File: config.mk
export PLATFORM = sky130hd
export DESIGN_NAME = id_stage_pipe
export DESIGN_NICKNAME = d
export VERILOG_FILES = /design/src/rtl/id_stage_pipe.sv
export SDC_FILE = /design/constraint.sdc
export NUM_CORES = 1
export LEC_CHECK = 0
export ABC_AREA = 1
export CAP_MARGIN = 20
export CELL_PAD_IN_SITES_DETAIL_PLACEMENT = 1
export CELL_PAD_IN_SITES_GLOBAL_PLACEMENT = 1
export CORE_MARGIN = 10
export CORE_UTILIZATION = 45
export DETAILED_ROUTE_END_ITERATION = 7
export PLACE_DENSITY = 0.83
export SYNTH_ARGS = -nofsm -noshare
export SYNTH_HDL_FRONTEND = slang
export SYNTH_SLANG_ARGS = --single-unit
File: constraint.sdc
create_clock -name clk -period 33.6 [get_ports clk]
set_clock_uncertainty 0.05 [all_clocks]
set_input_delay 6.72 -clock clk [delete_from_list [all_inputs] [get_ports clk]]
set_output_delay 6.72 -clock clk [all_outputs]
set_load 0.03 [all_outputs]
File: src/rtl/id_stage_pipe.sv
// Decode stage for the 16-bit ISA: register file with WB write-through, branch
// resolution in ID, load-use hazard stall, and a valid/ready ID/EX register.
module id_stage_pipe #(
  parameter int DATA_W    = 16,
  parameter bit R0_ZERO   = 1'b1,
  parameter bit BYPASS_EN = 1'b1
) (
  input  logic              clk,
  input  logic              rst,
  input  logic              in_valid,
  output logic              in_ready,
  input  logic [15:0]       in_instr,
  input  logic [DATA_W-1:0] in_pc,
  input  logic [2:0]        flags,
  input  logic              ex_mem_read,
  input  logic [3:0]        ex_rd,
  input  logic              wb_we,
  input  logic [3:0]        wb_rd,
  input  logic [DATA_W-1:0] wb_data,
  input  logic              out_ready,
  output logic              out_valid,
  output logic [DATA_W-1:0] out_pc,
  output logic [DATA_W-1:0] out_rs1_data,
  output logic [DATA_W-1:0] out_rs2_data,
  output logic [DATA_W-1:0] out_imm,
  output logic [3:0]        out_rs1,
  output logic [3:0]        out_rs2,
  output logic [3:0]        out_rd,
  output logic [6:0]        out_ex_ctrl,
  output logic [1:0]        out_mem_ctrl,
  output logic [1:0]        out_wb_ctrl,
  output logic              branch_taken,
  output logic [DATA_W-1:0] branch_target,
  output logic              halted
);

  localparam logic [3:0] OP_LW  = 4'h8;
  localparam logic [3:0] OP_SW  = 4'h9;
  localparam logic [3:0] OP_LLB = 4'hA;
  localparam logic [3:0] OP_LHB = 4'hB;
  localparam logic [3:0] OP_B   = 4'hC;
  localparam logic [3:0] OP_BR  = 4'hD;
  localparam logic [3:0] OP_PCS = 4'hE;
  localparam logic [3:0] OP_HLT = 4'hF;
  localparam logic [DATA_W-1:0] PC_STEP = {{(DATA_W-2){1'b0}}, 2'b10};

  typedef enum logic [0:0] {ST_RUN = 1'b0, ST_HALT = 1'b1} state_t;

  state_t            state_r;
  state_t            state_nxt_s;
  logic [DATA_W-1:0] regs_r [16];

  logic [3:0]        op_s, fa_s, fb_s, fc_s;
  logic [3:0]        rs1_s, rs2_s;
  logic [DATA_W-1:0] rs1_data_s, rs2_data_s, imm_s;
  logic              alu_src_s, reg_dst_s, pcs_s;
  logic              mem_read_s, mem_write_s, mem_to_reg_s, reg_write_s;
  logic              use_rs1_s, use_rs2_s, is_branch_s, is_hlt_s;
  logic              hazard_s, cond_s, accept_s;

  assign op_s = in_instr[15:12];
  assign fa_s = in_instr[11:8];
  assign fb_s = in_instr[7:4];
  assign fc_s = in_instr[3:0];

  // Source read: R0 hard-wired zero wins over a same-cycle WB write to R0.
  function automatic logic [DATA_W-1:0] src_read(
    input logic [3:0]        idx,
    input logic [DATA_W-1:0] stored,
    input logic              we,
    input logic [3:0]        wrd,
    input logic [DATA_W-1:0] wdata
  );
    logic [DATA_W-1:0] v;
    if (R0_ZERO && (idx == 4'd0)) begin
      v = {DATA_W{1'b0}};
    end else if (BYPASS_EN && we && (wrd == idx)) begin
      v = wdata;
    end else begin
      v = stored;
    end
    return v;
  endfunction

  // Opcode decode into control bits, immediate and which sources are really read
  always_comb begin
    alu_src_s    = 1'b0;
    reg_dst_s    = 1'b0;
    pcs_s        = 1'b0;
    mem_read_s   = 1'b0;
    mem_write_s  = 1'b0;
    mem_to_reg_s = 1'b0;
    reg_write_s  = 1'b0;
    use_rs1_s    = 1'b0;
    use_rs2_s    = 1'b0;
    is_branch_s  = 1'b0;
    is_hlt_s     = 1'b0;
    imm_s        = {DATA_W{1'b0}};
    case (op_s)
      4'h0, 4'h1, 4'h2, 4'h3, 4'h7: begin
        reg_dst_s   = 1'b1;
        reg_write_s = 1'b1;
        use_rs1_s   = 1'b1;
        use_rs2_s   = 1'b1;
      end
      4'h4, 4'h5, 4'h6: begin
        alu_src_s   = 1'b1;
        reg_write_s = 1'b1;
        use_rs1_s   = 1'b1;
        imm_s       = {{(DATA_W-4){fc_s[3]}}, fc_s};
      end
      OP_LW: begin
        mem_read_s   = 1'b1;
        mem_to_reg_s = 1'b1;
        reg_write_s  = 1'b1;
        use_rs1_s    = 1'b1;
        imm_s        = {{(DATA_W-5){fc_s[3]}}, fc_s, 1'b0};
      end
      OP_SW: begin
        mem_write_s = 1'b1;
        use_rs1_s   = 1'b1;
        use_rs2_s   = 1'b1;
        imm_s       = {{(DATA_W-5){fc_s[3]}}, fc_s, 1'b0};
      end
      OP_LLB, OP_LHB: begin
        reg_write_s = 1'b1;
        use_rs1_s   = 1'b1;
        imm_s       = {{(DATA_W-8){1'b0}}, in_instr[7:0]};
      end
      OP_B: begin
        is_branch_s = 1'b1;
      end
      OP_BR: begin
        is_branch_s = 1'b1;
        use_rs1_s   = 1'b1;
      end
      OP_PCS: begin
        pcs_s       = 1'b1;
        reg_write_s = 1'b1;
      end
      OP_HLT: begin
        is_hlt_s = 1'b1;
      end
      default: begin
        is_hlt_s = 1'b0;
      end
    endcase
  end

  // Register selection and read with write-through
  always_comb begin
    if ((op_s == OP_LLB) || (op_s == OP_LHB)) begin
      rs1_s = fa_s;
    end else begin
      rs1_s = fb_s;
    end
    if (op_s == OP_SW) begin
      rs2_s = fa_s;
    end else if (reg_dst_s) begin
      rs2_s = fc_s;
    end else begin
      rs2_s = fb_s;
    end
    rs1_data_s = src_read(rs1_s, regs_r[rs1_s], wb_we, wb_rd, wb_data);
    rs2_data_s = src_read(rs2_s, regs_r[rs2_s], wb_we, wb_rd, wb_data);
  end

  // Load-use hazard: only sources the opcode consumes can stall
  always_comb begin
    hazard_s = 1'b0;
    if (ex_mem_read && ((ex_rd != 4'd0) || !R0_ZERO)) begin
      hazard_s = (use_rs1_s && (ex_rd == rs1_s)) || (use_rs2_s && (ex_rd == rs2_s));
    end else begin
      hazard_s = 1'b0;
    end
  end

  assign in_ready = !halted && !hazard_s && (!out_valid || out_ready);
  assign accept_s = in_valid && in_ready;

  // Branch condition from {Z,V,N} and the ccc field
  always_comb begin
    case (in_instr[11:9])
      3'b000:  cond_s = !flags[2];
      3'b001:  cond_s = flags[2];
      3'b010:  cond_s = !flags[2] && !flags[0];
      3'b011:  cond_s = flags[0];
      3'b100:  cond_s = flags[2] || (!flags[2] && !flags[0]);
      3'b101:  cond_s = flags[0] || flags[2];
      3'b110:  cond_s = flags[1];
      3'b111:  cond_s = 1'b1;
      default: cond_s = 1'b0;
    endcase
  end

  // Branch redirect; target is meaningful only alongside branch_taken
  always_comb begin
    branch_taken = accept_s && is_branch_s && cond_s;
    if (op_s == OP_B) begin
      branch_target = in_pc + PC_STEP + {{(DATA_W-10){in_instr[8]}}, in_instr[8:0], 1'b0};
    end else begin
      branch_target = rs1_data_s;
    end
  end

  // Register file write port
  always_ff @(posedge clk or posedge rst) begin
    if (rst) begin
      for (int i = 0; i < 16; i++) begin
        regs_r[i] <= {DATA_W{1'b0}};
      end
    end else if (wb_we && !(R0_ZERO && (wb_rd == 4'd0))) begin
      regs_r[wb_rd] <= wb_data;
    end
  end

  // ID/EX pipeline register: load on accept, bubble when drained, otherwise hold
  always_ff @(posedge clk or posedge rst) begin
    if (rst) begin
      out_valid    <= 1'b0;
      out_pc       <= {DATA_W{1'b0}};
      out_rs1_data <= {DATA_W{1'b0}};
      out_rs2_data <= {DATA_W{1'b0}};
      out_imm      <= {DATA_W{1'b0}};
      out_rs1      <= 4'd0;
      out_rs2      <= 4'd0;
      out_rd       <= 4'd0;
      out_ex_ctrl  <= 7'd0;
      out_mem_ctrl <= 2'd0;
      out_wb_ctrl  <= 2'd0;
    end else if (accept_s) begin
      out_valid    <= 1'b1;
      out_pc       <= in_pc;
      out_rs1_data <= rs1_data_s;
      out_rs2_data <= rs2_data_s;
      out_imm      <= imm_s;
      out_rs1      <= rs1_s;
      out_rs2      <= rs2_s;
      out_rd       <= fa_s;
      out_ex_ctrl  <= {pcs_s, alu_src_s, reg_dst_s, op_s};
      out_mem_ctrl <= {mem_read_s, mem_write_s};
      out_wb_ctrl  <= {mem_to_reg_s, reg_write_s};
    end else if (out_ready) begin
      out_valid <= 1'b0;
    end else begin
      out_valid <= out_valid;
    end
  end

  // RUN/HALT state register
  always_ff @(posedge clk or posedge rst) begin
    if (rst) begin
      state_r <= ST_RUN;
    end else begin
      state_r <= state_nxt_s;
    end
  end

  // HALT is entered on an accepted HLT and left only through reset
  always_comb begin
    case (state_r)
      ST_RUN: begin
        if (accept_s && is_hlt_s) begin
          state_nxt_s = ST_HALT;
        end else begin
          state_nxt_s = ST_RUN;
        end
      end
      ST_HALT: state_nxt_s = ST_HALT;
      default: state_nxt_s = ST_RUN;
    endcase
  end

  // State outputs
  always_comb begin
    halted = (state_r == ST_HALT);
  end

endmodule

==> flow_summary.toml <==
[outcome]
status = "finished, final reports clean"

[timing]
rsz0062_at_grt = "false"
hold_violations = 0
worstMarginPinSlew_ps = 1129
max_freq_ghz = 0.05446
tns_ps = 0
fin_crit_ps = 18360
maxSlewViolCount = 0
min_period_over_period_pct = 54.65
setup_violations = 0
max-slew-margin-rel_pct = 24.70
hold-worst-slack_ps = 353.2

[power]
p_leak_nw = 10.65
vdd_drop_max_mv = 0.04046
power_frac_seq_pct = 39.9
power.share.clock_pct = 34.8
p_int_mw = 0.8607
switchingPower_mw = 0.4653
p_comb_share_pct = 25.3
p_per_area_nw_per_um2 = 58.67
swShare_pct = 35.09

[synthesis]
synth-seq-cells = 337
avgSynthCellArea_sq_um = 7.024
ys_seq_area_share_pct = 43.37
syn_nets = 2861
ys.flop_type = "dfrtp_1"
synth_top_area_share_pct = 43.37
synth_area_sq_um = 19440
synth_cell_types = 46
yosysTopAreaCell = "dfrtp_1"
syn-instance-count = 2768
async_flop_share_pct = 100.0
yosysWarnings = 0
synth_area_leaders = "dfrtp_1, nand2_1, nand3_1"
synth_edf_count = 0

[grt]
grt_pass1_vias = 20789
grt_use_total_pct = 30.65
antenna_found_initial = 1
grt_remaining_overflow = 0
grt_max_degree = 157
grt_pass1_wl_microns = 125700

[finish]
nNetsFinal = 2881
drive_above_1_share_pct = 4.934
regArea_sq_um = 8433
multi_input_area_sq_um = 9619
area_growth_pct = 16.25
nFillCells = 5461

[clocking]
cts_made_buffers = 40
post_cts_resized = 0
clock_latency_ps = 590
cts_tree = "built"
cts_root_buffer = "clkbuf_16"
postCtsSetupBuffers = 0
h-tree-depth = 2
clk_pin_slew_ps = 60
clockBufferDepth = 3
cts_sinks = 337
holdBufCountCts = 0

[floorplan]
die_h_microns = 227.9
die_w_microns = 227.9
coreArea_sq_um = 42890
ioPinCount = 172
start_util_pct = 45.33
rows = 76
die_area_sq_um = 51920

[worst_setup_path]
critPathLaunchType = "input pin"
worstPathMaxFanout = 86
criticalPathCategory = "in2out"
critPathCaptureType = "primary output"
r2r_setup_slack_ps = 30730
cp.required_ps = 26830
arrival_ps = 11590
r2r_cells = 8

[route]
drtIter0Drc = 1967
vias = 20388
dr.max_layer_used = "met4"
finalWirelength_microns = 82060
wl_per_cell_microns = 24.11
first_pass_iters = 5
via_per_inst = 5.991
route.met2.wl_microns = 37880
drc = 0
wl_met3_microns = 6417
wl_met1_microns = 33660
ant_nets = 0

[min_path]
holdCritPathClass = "reg2reg"
min_path_cells = 0

[placed_design]
place.gp.congestion = 0.8994
portBuffers = 171
hpwl_microns = 49890

[run]
max-cap-violations = 0
==> cell type report <==
class	instances	area share, %
inverters	132	2.236
clock inverters	12	0.7861
multi-input cells	2077	42.56
repair buffers	200	8.658
flip-flops and latches	337	37.31
well taps	585	3.238
diodes	1	0.01107
clock buffers	59	5.198
==> power groups by stage <==
stage | sequential, mW | combinational (mW) | clock (mW)
finish | 0.529 | 0.336 | 0.461
global route | 0.536 | 0.371 | 0.481
CTS | 0.526 | 0.333 | 0.466
detailed placement | 0.532 | 0.329 | 0
global placement | 0.528 | 0.315 | 0
floorplan | 0.526 | 0.212 | 0
==> registers in the layout (all words and copies together) (netlist names) <==
register,flops
out_rs2,4
out_wb_ctrl,1
out_valid,1
out_mem_ctrl,2
out_rs1_data,16
out_rs2_data,16
out_rs1,4
halted,1
out_ex_ctrl,7
out_imm,9
out_rd,4
regs_r,256
out_pc,16
==> logic make-up after synthesis <==
kind of cell,count (synthesis),share of synthesized area (%)
xor gates and xnor gates,11,0.4956
DFF,337,43.37
AOI/OAI and AO/OA,397,10.68
muxes,2,0.1030
buffers and inverters,354,7.710
adders and majority gates,28,1.841
and+or+nand+nor,1639,35.80
==> worst paths after layout <==
check | from | endpoint
worst max register to register | out_valid$_DFFE_PP0P_ | out_pc[12]$_DFFE_PP0P_
max in group asynchronous | rst | regs_r[194]$_DFFE_PP0P_
min in group asynchronous | rst | regs_r[15]$_DFFE_PP0P_
worst min-delay path | regs_r[247]$_DFFE_PP0P_ | regs_r[247]$_DFFE_PP0P_
worst min register to register | regs_r[247]$_DFFE_PP0P_ | regs_r[247]$_DFFE_PP0P_
worst max-delay path | in_instr[13] | branch_target[0]
==> cell usage after synthesis (all sizes together) (2+ instances only) <==
library cell / count
o21ai: 287
buf: 105
a22oi: 3
xnor2: 3
o211ai: 15
o21a: 2
nor3: 14
nand3b: 26
xor2: 8
nand3: 482
a221oi: 2
clkbuf: 117
nand2: 985
dfrtp: 337
a21oi: 79
nor2: 126
mux2i: 2
o22ai: 3
inv: 131
nand4: 5
ha: 27
==> per-stage QoR <==
step	worst slack, ps	instance area [sq um]	util, %	power, mW	cells
2_1_floorplan	17490	19440	-	0.7385	2768
3_3_place_gp	15420	21220	49.47	0.8432	3329
3_5_place_dp	15310	21220	49.47	0.8610	3329
4_1_cts	15340	22570	52.63	1.325	3400
5_1_grt	15020	22600	52.70	1.387	3403
6_report	15240	22600	52.70	1.326	3403
==> layout by cell type, fill, tap and decap left out, types with 6 or more instances in the layout <==
cell / Yosys / final
nand2_1: 978 / 969
nand3_1: 480 / 478
dfrtp_1: 337 / 337
o21ai_0: 249 / 248
clkdlybuf4s50_1: 0 / 171
inv_1: 123 / 121
nor2_1: 122 / 119
a21oi_1: 79 / 79
clkbuf_16: 0 / 42
o21ai_1: 37 / 35
ha_1: 27 / 27
buf_4: 18 / 26
nand3b_1: 25 / 25
o211ai_1: 15 / 15
nand2_2: 6 / 11
clkbuf_1: 117 / 11
inv_2: 7 / 9
nor3_1: 12 / 9
xor2_1: 8 / 8
nor2_2: 3 / 6
clkbuf_8: 0 / 6
==> critical path, cell delays in order <==
cell and delay, ps:
clkdlybuf4s50_1 690, inv_1 210, nor2_2 400, nand2_1 170
nand2_4 790, buf_4 660, nand2_1 120, nand3_1 120
nand3_1 90, nand3_1 110, nand2_1 70, nand2_1 60
o211ai_1 180, o21ai_0 350, clkdlybuf4s50_1 760
==> routing by layer <==
| metal | vias up | global-route usage (%) |
|---|---|---|
| li1 | 9062 | - |
| met4 | 0 | 15.23 |
| met1 | 10203 | 38.89 |
| met3 | 219 | 5.175 |
| met2 | 904 | 49.89 |
| met5 | - | 0 |
Power figures use the tool's default switching activity.
